File: config.mk
export PLATFORM = sky130hd
export DESIGN_NAME = ex_stage_flat
export DESIGN_NICKNAME = d
export VERILOG_FILES = /design/src/rtl/ex_stage_pkg.sv /design/src/rtl/ex_stage_if.sv /design/src/rtl/ex_stage.sv /design/src/flat_wrapper.sv
export SDC_FILE = /design/constraint.sdc
export NUM_CORES = 1
export LEC_CHECK = 0
export ABC_AREA = 0
export BUFFER_PORTS_ARGS = -buffer_cell sky130_fd_sc_hd__buf_4
export CAP_MARGIN = 5
export CORE_AREA = 2 2 155 187
export CTS_CLUSTER_SIZE = 14
export DETAILED_ROUTE_END_ITERATION = 10
export DIE_AREA = 0 0 157 189
export PLACE_DENSITY = 0.82
export SYNTH_ARGS = -nofsm -noshare
export SYNTH_HDL_FRONTEND = slang
export SYNTH_SLANG_ARGS = --single-unit
File: constraint.sdc
create_clock -name clk -period 17.4 [get_ports clk]
set_clock_uncertainty 0.1 [all_clocks]
set_input_delay 1.74 -clock clk [delete_from_list [all_inputs] [get_ports clk]]
set_output_delay 1.74 -clock clk [all_outputs]
set_load 0.01 [all_outputs]
File: src/rtl/ex_stage_pkg.sv
// Shared types for the execute stage: operand widths and control enums.
package ex_stage_pkg;

  localparam int unsigned DATA_W = 32;
  localparam int unsigned REG_W  = 5;

  typedef logic [DATA_W-1:0] data_t;
  typedef logic              enable_t;
  typedef logic [REG_W-1:0]  reg_addr_t;

  typedef enum logic {SRC1_RS1, SRC1_PC} src1_sel_e;
  typedef enum logic {SRC2_RS2, SRC2_IMM} src2_sel_e;

  typedef enum logic [3:0] {
    ALU_ADD, ALU_SUB, ALU_SLT, ALU_SLTU, ALU_XOR, ALU_OR, ALU_AND, ALU_PASS_B,
    ALU_SLL, ALU_SRL, ALU_SRA
  } alu_op_e;

  typedef enum logic [2:0] {
    CMP_BEQ, CMP_BNE, CMP_BLT, CMP_BGE, CMP_BLTU, CMP_BGEU
  } cmp_op_e;

  typedef enum logic [1:0] {WB_ALU, WB_MEM, WB_PC_NEXT} wb_sel_e;

endpackage

File: src/rtl/ex_stage_if.sv
// ID/EX operands, forwarding sources and EX/MEM-bound results of the execute stage.
interface ex_stage_if;
  import ex_stage_pkg::*;

  data_t     pc_i, rs1_data_i, rs2_data_i, imm_i, pc_next_i;
  enable_t   jump_c_i, branch_c_i, mem_write_c_i, reg_write_c_i;
  src1_sel_e alu_src1_sel_c_i;
  src2_sel_e alu_src2_sel_c_i;
  alu_op_e   alu_op_c_i;
  cmp_op_e   cmp_op_c_i;
  wb_sel_e   wb_data_sel_c_i;
  reg_addr_t rd_i, rs1_i, rs2_i;
  reg_addr_t mem_rd_i, wb_rd_i;
  enable_t   mem_reg_write_c_i, wb_reg_write_c_i;
  data_t     mem_data_i, wb_data_i;

  data_t     alu_result_o, store_data_o, redirect_pc_o, pc_next_o;
  logic      redirect_o, stall_o;
  reg_addr_t rd_o;
  wb_sel_e   wb_data_sel_c_o;
  enable_t   reg_write_c_o, mem_write_c_o;

  modport slave (
    input  pc_i, rs1_data_i, rs2_data_i, imm_i, pc_next_i,
           jump_c_i, branch_c_i, mem_write_c_i, reg_write_c_i,
           alu_src1_sel_c_i, alu_src2_sel_c_i, alu_op_c_i, cmp_op_c_i, wb_data_sel_c_i,
           rd_i, rs1_i, rs2_i, mem_rd_i, wb_rd_i, mem_reg_write_c_i, wb_reg_write_c_i,
           mem_data_i, wb_data_i,
    output alu_result_o, store_data_o, redirect_pc_o, pc_next_o, redirect_o, stall_o,
           rd_o, wb_data_sel_c_o, reg_write_c_o, mem_write_c_o
  );

  modport master (
    output pc_i, rs1_data_i, rs2_data_i, imm_i, pc_next_i,
           jump_c_i, branch_c_i, mem_write_c_i, reg_write_c_i,
           alu_src1_sel_c_i, alu_src2_sel_c_i, alu_op_c_i, cmp_op_c_i, wb_data_sel_c_i,
           rd_i, rs1_i, rs2_i, mem_rd_i, wb_rd_i, mem_reg_write_c_i, wb_reg_write_c_i,
           mem_data_i, wb_data_i,
    input  alu_result_o, store_data_o, redirect_pc_o, pc_next_o, redirect_o, stall_o,
           rd_o, wb_data_sel_c_o, reg_write_c_o, mem_write_c_o
  );

endinterface

File: src/rtl/ex_stage.sv
// Execute stage: operand forwarding, single-cycle ALU/comparator, branch redirect,
// and a multi-cycle iterative shifter that stalls the front of the pipe.
module ex_stage
  import ex_stage_pkg::*;
#(
  parameter int unsigned SHIFT_STEP = 4
) (
  input logic      clk,
  input logic      rst_n,
  ex_stage_if.slave bus
);

  localparam logic [1:0] S_IDLE  = 2'd0;
  localparam logic [1:0] S_SHIFT = 2'd1;
  localparam logic [1:0] S_DONE  = 2'd2;
  localparam logic [4:0] STEP_W  = 5'(SHIFT_STEP);

  logic [1:0] r_state, w_state_nxt;
  data_t      r_val, w_val_nxt;
  logic [4:0] r_rem, w_rem_nxt;
  alu_op_e    r_op, w_op_nxt;

  data_t      w_rs1, w_rs2, w_src1, w_src2, w_sum, w_alu;
  logic [4:0] w_shamt, w_step;
  logic       w_is_shift, w_cmp_true, w_stall;

  // Operand forwarding: the younger producer (MEM) wins over WB; x0 never forwards.
  always_comb begin
    w_rs1 = bus.rs1_data_i;
    if (bus.mem_reg_write_c_i && bus.mem_rd_i == bus.rs1_i && bus.rs1_i != '0)
      w_rs1 = bus.mem_data_i;
    else if (bus.wb_reg_write_c_i && bus.wb_rd_i == bus.rs1_i && bus.rs1_i != '0)
      w_rs1 = bus.wb_data_i;

    w_rs2 = bus.rs2_data_i;
    if (bus.mem_reg_write_c_i && bus.mem_rd_i == bus.rs2_i && bus.rs2_i != '0)
      w_rs2 = bus.mem_data_i;
    else if (bus.wb_reg_write_c_i && bus.wb_rd_i == bus.rs2_i && bus.rs2_i != '0)
      w_rs2 = bus.wb_data_i;
  end

  assign w_src1     = (bus.alu_src1_sel_c_i == SRC1_PC)  ? bus.pc_i  : w_rs1;
  assign w_src2     = (bus.alu_src2_sel_c_i == SRC2_IMM) ? bus.imm_i : w_rs2;
  assign w_sum      = w_src1 + w_src2;
  assign w_shamt    = w_src2[4:0];
  assign w_is_shift = (bus.alu_op_c_i == ALU_SLL) || (bus.alu_op_c_i == ALU_SRL) ||
                      (bus.alu_op_c_i == ALU_SRA);

  // Branch condition always looks at the register operands, never the ALU sources.
  always_comb begin
    w_cmp_true = 1'b0;
    case (bus.cmp_op_c_i)
      CMP_BEQ:  w_cmp_true = (w_rs1 == w_rs2);
      CMP_BNE:  w_cmp_true = (w_rs1 != w_rs2);
      CMP_BLT:  w_cmp_true = ($signed(w_rs1) <  $signed(w_rs2));
      CMP_BGE:  w_cmp_true = ($signed(w_rs1) >= $signed(w_rs2));
      CMP_BLTU: w_cmp_true = (w_rs1 <  w_rs2);
      CMP_BGEU: w_cmp_true = (w_rs1 >= w_rs2);
      default:  w_cmp_true = 1'b0;
    endcase
  end

  always_comb begin
    w_alu = '0;
    case (bus.alu_op_c_i)
      ALU_ADD:    w_alu = w_sum;
      ALU_SUB:    w_alu = w_src1 - w_src2;
      ALU_SLT:    w_alu = {31'b0, $signed(w_src1) < $signed(w_src2)};
      ALU_SLTU:   w_alu = {31'b0, w_src1 < w_src2};
      ALU_XOR:    w_alu = w_src1 ^ w_src2;
      ALU_OR:     w_alu = w_src1 | w_src2;
      ALU_AND:    w_alu = w_src1 & w_src2;
      ALU_PASS_B: w_alu = w_src2;
      ALU_SLL, ALU_SRL, ALU_SRA: w_alu = (w_shamt == '0) ? w_src1 : r_val;
      default:    w_alu = '0;
    endcase
  end

  assign w_step = (r_rem < STEP_W) ? r_rem : STEP_W;

  // Shifter FSM next-state: latch in IDLE, step in SHIFT, present result in DONE.
  always_comb begin
    w_state_nxt = r_state;
    w_val_nxt   = r_val;
    w_rem_nxt   = r_rem;
    w_op_nxt    = r_op;
    w_stall     = 1'b0;
    case (r_state)
      S_IDLE: begin
        if (w_is_shift && w_shamt != '0) begin
          w_val_nxt   = w_src1;
          w_rem_nxt   = w_shamt;
          w_op_nxt    = bus.alu_op_c_i;
          w_stall     = 1'b1;
          w_state_nxt = S_SHIFT;
        end
      end
      S_SHIFT: begin
        w_stall = 1'b1;
        case (r_op)
          ALU_SLL: w_val_nxt = r_val << w_step;
          ALU_SRL: w_val_nxt = r_val >> w_step;
          default: w_val_nxt = data_t'($signed(r_val) >>> w_step);
        endcase
        w_rem_nxt = r_rem - w_step;
        if (r_rem == w_step) w_state_nxt = S_DONE;
      end
      S_DONE:  w_state_nxt = S_IDLE;
      default: w_state_nxt = S_IDLE;
    endcase
  end

  always_ff @(posedge clk or negedge rst_n) begin
    if (!rst_n) begin
      r_state <= S_IDLE;
      r_val   <= '0;
      r_rem   <= '0;
      r_op    <= ALU_ADD;
    end else begin
      r_state <= w_state_nxt;
      r_val   <= w_val_nxt;
      r_rem   <= w_rem_nxt;
      r_op    <= w_op_nxt;
    end
  end

  // Reset gates the combinational controls so the pipe sees a bubble immediately.
  assign bus.stall_o         = w_stall & rst_n;
  assign bus.redirect_o      = rst_n & ~w_stall & (bus.jump_c_i | (bus.branch_c_i & w_cmp_true));
  assign bus.redirect_pc_o   = {w_sum[31:1], 1'b0};
  assign bus.alu_result_o    = (r_state == S_DONE) ? r_val : w_alu;
  assign bus.store_data_o    = w_rs2;
  assign bus.reg_write_c_o   = rst_n & ~w_stall & bus.reg_write_c_i;
  assign bus.mem_write_c_o   = rst_n & ~w_stall & bus.mem_write_c_i;
  assign bus.rd_o            = bus.rd_i;
  assign bus.pc_next_o       = bus.pc_next_i;
  assign bus.wb_data_sel_c_o = bus.wb_data_sel_c_i;

endmodule

File: src/flat_wrapper.sv
// flat-port wrapper written by rule: the top's interface ports become plain ports
module ex_stage_flat import ex_stage_pkg::*;
#(
  parameter int unsigned SHIFT_STEP = 4
)
  (clk, rst_n, bus_pc_i, bus_rs1_data_i, bus_rs2_data_i, bus_imm_i, bus_pc_next_i, bus_jump_c_i, bus_branch_c_i, bus_mem_write_c_i, bus_reg_write_c_i, bus_alu_src1_sel_c_i, bus_alu_src2_sel_c_i, bus_alu_op_c_i, bus_cmp_op_c_i, bus_wb_data_sel_c_i, bus_rd_i, bus_rs1_i, bus_rs2_i, bus_mem_rd_i, bus_wb_rd_i, bus_mem_reg_write_c_i, bus_wb_reg_write_c_i, bus_mem_data_i, bus_wb_data_i, bus_alu_result_o, bus_store_data_o, bus_redirect_pc_o, bus_pc_next_o, bus_redirect_o, bus_stall_o, bus_rd_o, bus_wb_data_sel_c_o, bus_reg_write_c_o, bus_mem_write_c_o);
  ex_stage_if bus_i ();
  input logic clk;
  input logic rst_n;
  input wire logic [$bits(bus_i.pc_i)-1:0] bus_pc_i;
  input wire logic [$bits(bus_i.rs1_data_i)-1:0] bus_rs1_data_i;
  input wire logic [$bits(bus_i.rs2_data_i)-1:0] bus_rs2_data_i;
  input wire logic [$bits(bus_i.imm_i)-1:0] bus_imm_i;
  input wire logic [$bits(bus_i.pc_next_i)-1:0] bus_pc_next_i;
  input wire logic [$bits(bus_i.jump_c_i)-1:0] bus_jump_c_i;
  input wire logic [$bits(bus_i.branch_c_i)-1:0] bus_branch_c_i;
  input wire logic [$bits(bus_i.mem_write_c_i)-1:0] bus_mem_write_c_i;
  input wire logic [$bits(bus_i.reg_write_c_i)-1:0] bus_reg_write_c_i;
  input wire logic [$bits(bus_i.alu_src1_sel_c_i)-1:0] bus_alu_src1_sel_c_i;
  input wire logic [$bits(bus_i.alu_src2_sel_c_i)-1:0] bus_alu_src2_sel_c_i;
  input wire logic [$bits(bus_i.alu_op_c_i)-1:0] bus_alu_op_c_i;
  input wire logic [$bits(bus_i.cmp_op_c_i)-1:0] bus_cmp_op_c_i;
  input wire logic [$bits(bus_i.wb_data_sel_c_i)-1:0] bus_wb_data_sel_c_i;
  input wire logic [$bits(bus_i.rd_i)-1:0] bus_rd_i;
  input wire logic [$bits(bus_i.rs1_i)-1:0] bus_rs1_i;
  input wire logic [$bits(bus_i.rs2_i)-1:0] bus_rs2_i;
  input wire logic [$bits(bus_i.mem_rd_i)-1:0] bus_mem_rd_i;
  input wire logic [$bits(bus_i.wb_rd_i)-1:0] bus_wb_rd_i;
  input wire logic [$bits(bus_i.mem_reg_write_c_i)-1:0] bus_mem_reg_write_c_i;
  input wire logic [$bits(bus_i.wb_reg_write_c_i)-1:0] bus_wb_reg_write_c_i;
  input wire logic [$bits(bus_i.mem_data_i)-1:0] bus_mem_data_i;
  input wire logic [$bits(bus_i.wb_data_i)-1:0] bus_wb_data_i;
  output wire logic [$bits(bus_i.alu_result_o)-1:0] bus_alu_result_o;
  output wire logic [$bits(bus_i.store_data_o)-1:0] bus_store_data_o;
  output wire logic [$bits(bus_i.redirect_pc_o)-1:0] bus_redirect_pc_o;
  output wire logic [$bits(bus_i.pc_next_o)-1:0] bus_pc_next_o;
  output wire logic [$bits(bus_i.redirect_o)-1:0] bus_redirect_o;
  output wire logic [$bits(bus_i.stall_o)-1:0] bus_stall_o;
  output wire logic [$bits(bus_i.rd_o)-1:0] bus_rd_o;
  output wire logic [$bits(bus_i.wb_data_sel_c_o)-1:0] bus_wb_data_sel_c_o;
  output wire logic [$bits(bus_i.reg_write_c_o)-1:0] bus_reg_write_c_o;
  output wire logic [$bits(bus_i.mem_write_c_o)-1:0] bus_mem_write_c_o;
  assign bus_i.pc_i = bus_pc_i;
  assign bus_i.rs1_data_i = bus_rs1_data_i;
  assign bus_i.rs2_data_i = bus_rs2_data_i;
  assign bus_i.imm_i = bus_imm_i;
  assign bus_i.pc_next_i = bus_pc_next_i;
  assign bus_i.jump_c_i = bus_jump_c_i;
  assign bus_i.branch_c_i = bus_branch_c_i;
  assign bus_i.mem_write_c_i = bus_mem_write_c_i;
  assign bus_i.reg_write_c_i = bus_reg_write_c_i;
  assign bus_i.alu_src1_sel_c_i = bus_alu_src1_sel_c_i;
  assign bus_i.alu_src2_sel_c_i = bus_alu_src2_sel_c_i;
  assign bus_i.alu_op_c_i = bus_alu_op_c_i;
  assign bus_i.cmp_op_c_i = bus_cmp_op_c_i;
  assign bus_i.wb_data_sel_c_i = bus_wb_data_sel_c_i;
  assign bus_i.rd_i = bus_rd_i;
  assign bus_i.rs1_i = bus_rs1_i;
  assign bus_i.rs2_i = bus_rs2_i;
  assign bus_i.mem_rd_i = bus_mem_rd_i;
  assign bus_i.wb_rd_i = bus_wb_rd_i;
  assign bus_i.mem_reg_write_c_i = bus_mem_reg_write_c_i;
  assign bus_i.wb_reg_write_c_i = bus_wb_reg_write_c_i;
  assign bus_i.mem_data_i = bus_mem_data_i;
  assign bus_i.wb_data_i = bus_wb_data_i;
  assign bus_alu_result_o = bus_i.alu_result_o;
  assign bus_store_data_o = bus_i.store_data_o;
  assign bus_redirect_pc_o = bus_i.redirect_pc_o;
  assign bus_pc_next_o = bus_i.pc_next_o;
  assign bus_redirect_o = bus_i.redirect_o;
  assign bus_stall_o = bus_i.stall_o;
  assign bus_rd_o = bus_i.rd_o;
  assign bus_wb_data_sel_c_o = bus_i.wb_data_sel_c_o;
  assign bus_reg_write_c_o = bus_i.reg_write_c_o;
  assign bus_mem_write_c_o = bus_i.mem_write_c_o;
  ex_stage #(.SHIFT_STEP(SHIFT_STEP)) u_core (.clk(clk), .rst_n(rst_n), .bus(bus_i));
endmodule
==> run metrics <==
run status finished, final reports clean; Resized Gates After CTS 0; Initial DRT Pass Iterations 6; wire length of the first global-routing pass 99.9 mm; fraction of power consumed by the clock network 5.8%; Final Hold Viols 0; unrepaired setup endpoints after global routing no; accumulated negative setup slack 0 ns; number of post-CTS setup repair buffers 0; Post-Syn Instances 2024; FF+latch count, synth 43; portion of the post-synthesis area used by sequential elements 7.84%; overall die height 189 um; clock-pin slew reported for the worst setup and hold paths after clock tree synthesis 0.06 ns; Port Buffer Count 327; Final HPWL DP 54.3 mm; Clock Path Buffers 2; routed wire length 68.5 mm; final routed DRC violation total 0; clock insertion delay at the later pin of the skew report 0.31 ns; Core Footprint 27700 um^2; number of synthesized flops with an enable pin 0; leftover overflow at the end of global routing 0; CTS sink count 43; count of vias placed by the detailed router 17.3k; Most used DFF post-synth dfrtp_1; post-synth top area share 11.8%; kind of start point of the critical path input port; Place WS 8.04 ns; Iteration-0 DRC Markers 2405; commonest cells in the netlist 235 x nand2_1, 180 x o21ai_0, 167 x nor2_1; worst IR drop on VDD 0.105 mV; worst-margin pin slew 1.17 ns; Starting Density 49.4%; Static Leakage 7.09 nW; Post-Synthesis Mean Instance Area 6.78 um^2; Relative slew margins 21.3%; crit share post-route 56.4%; sw frac 58.3%; Top-Level Pins 407; path type of the worst setup path input port to output port; library cells used by synthesis 76; final count of negative-setup-slack endpoints 0; H-Tree Level Count 2; Max Freq 0.102 GHz; fin worst setup slack 7.58 ns; Psw 1.02 mW; die span in x 157 um; Internal Power 0.730 mW; maximum net fanout on the critical path 31; remaining antenna violation count 0; layout cell share with drive strength beyond 1 19.3%; total nets after synthesis 2423; Mapped Area 13700 um^2; post-layout net count 2585; Data arrival, critical path 7.98 ns; routed length per placed instance 26.7 um; worst path required time 15.56 ns; top-count cell post-synth nand2_1; async set or reset register ratio after synthesis 100%; number of cells on the worst reg-to-reg path 7; critical path capture point type output port; Core Rows 67; minimum clock period 9.82 ns; power density over the cells 109 nW/um^2; Final Wtd Congestion 1.06; post-DR vias/cell 6.74; Total GRT Usage 44.3%; via count of the first global-routing pass 16.2k; synth top area cells ha_1 12%, mux2i_1 10%, dfrtp_1 7.8%; count of maximum capacitance violations 0; area added between synthesis and finish 17.2%; CTS Root Buffer Type clkbuf_16; maximum number of pins on one net before global-route repair 63; CTS tree done; area leader, netlist ha_1; total clock buffers created by CTS 5; total count of max-transition violations in the final report 0; combinational cell fraction of total power 79.0%; number of buffers inserted by hold repair at cts 0; Sequential Power Share 15.1%; hold path depth 1; area of the die 29700 um^2; path type of the worst min-delay path flop to flop; synthesis warning total 0; initial antenna violation count 2; Fillers 2720
-- power groups by stage --
stage	combinational (mW)	sequential [mW]	clock, mW
final	1.38	0.265	0.102
after global routing	1.48	0.267	0.105
after CTS	1.34	0.254	0.101
after detailed placement	1.33	0.256	0
after global placement	1.32	0.253	0
after floorplan	0.940	0.189	0
-- worst max-delay path, cell delays in order --
cell and delay, ns:
buf_4 0.13, xnor2_1 0.21, nand4_1 0.27, nor2_4 0.17, buf_4 0.49, mux2i_1 0.27, o21ai_0 0.13, mux2i_1 0.67
inv_1 0.22, fa_1 0.49, nor2b_1 0.16, o311ai_0 0.44, a21oi_1 0.28, o211ai_1 0.57, nand3b_1 0.15, a21oi_1 0.32
o221ai_1 0.16, a311oi_1 0.60, o221ai_1 0.25, buf_4 0.22
-- cell type report --
class	count	area, um^2	area share [%]
Multi-Input combinational cell	1657	11300	70.2
Timing Repair Buffer	346	2600	16.2
Sequential cell	43	1080	6.69
Inverter	133	499	3.10
Tap cell	379	474	2.95
Clock buffer	5	125	0.778
Clock inverter	3	23.8	0.148
Antenna cell	1	2.50	0.0156
-- logic make-up after synthesis --
| family | after synthesis | synth area share [%] |
|---|---|---|
| muxes | 164 | 12.6 |
| AOI/OAI and AO/OA | 673 | 32.3 |
| other | 2 | 0.0547 |
| DFF | 43 | 7.84 |
| adders and majority gates | 131 | 12.1 |
| and+or+nand+nor | 627 | 20.9 |
| xor gates and xnor gates | 60 | 3.83 |
| buffers and inverters | 324 | 10.4 |
-- placed cells by master (no fill, tap or decap), types with 30 or more instances in the layout --
| master | n |
|---|---|
| nand3_1 | 30 |
| o221ai_1 | 47 |
| o21ai_0 | 180 |
| a21oi_1 | 152 |
| buf_4 | 346 |
| nand2_1 | 234 |
| dfrtp_1 | 43 |
| mux2i_1 | 141 |
| ha_1 | 129 |
| nor2_1 | 161 |
| nor3_1 | 40 |
| xnor2_1 | 56 |
| inv_1 | 129 |
| nand2b_1 | 32 |
| o211ai_1 | 36 |
-- worst paths after layout --
path	slack, ns	start	end
max	7.58	bus_wb_rd_i[4]	bus_alu_result_o[16]
min	0.39	u_core.r_op[2]	u_core.r_op[2]
max reg2reg	13.80	u_core.r_rem[1]	u_core.r_val[8]
min reg2reg	0.39	u_core.r_op[2]	u_core.r_op[2]
max in group asynchronous	15.27	rst_n	u_core.r_val[31]
min in group asynchronous	1.50	rst_n	u_core.r_val[13]
-- metrics by stage --
step	std cells	hold slack (ns)	power (mW)	area, um^2	utilization [%]
after CTS	2566	0.386	1.69	16100	57.9
after floorplan	2024	0.326	1.13	13700	-
after global routing	2567	0.416	1.85	16100	57.9
after detailed placement	2558	0.368	1.59	15900	57.4
final	2567	0.388	1.75	16100	57.9
after global placement	2558	0.342	1.58	15900	57.4
-- metal layers --
layer	global-route usage [%]	share of wire [%]	up-vias	wire [um]
met4	19.4	5.2	2	3530
li1	-	-	7645	-
met2	68.9	43	1319	29700
met5	0	0.018	-	12
met1	58.5	39	8103	26500
met3	9.70	13	240	8710
-- registers in the layout, summed over array words and instances (netlist names) --
register and count:
u_core.r_op 4, u_core.r_rem 5, u_core.r_state 2, u_core.r_val 32
No activity file was read; power rests on OpenSTA's default activity.
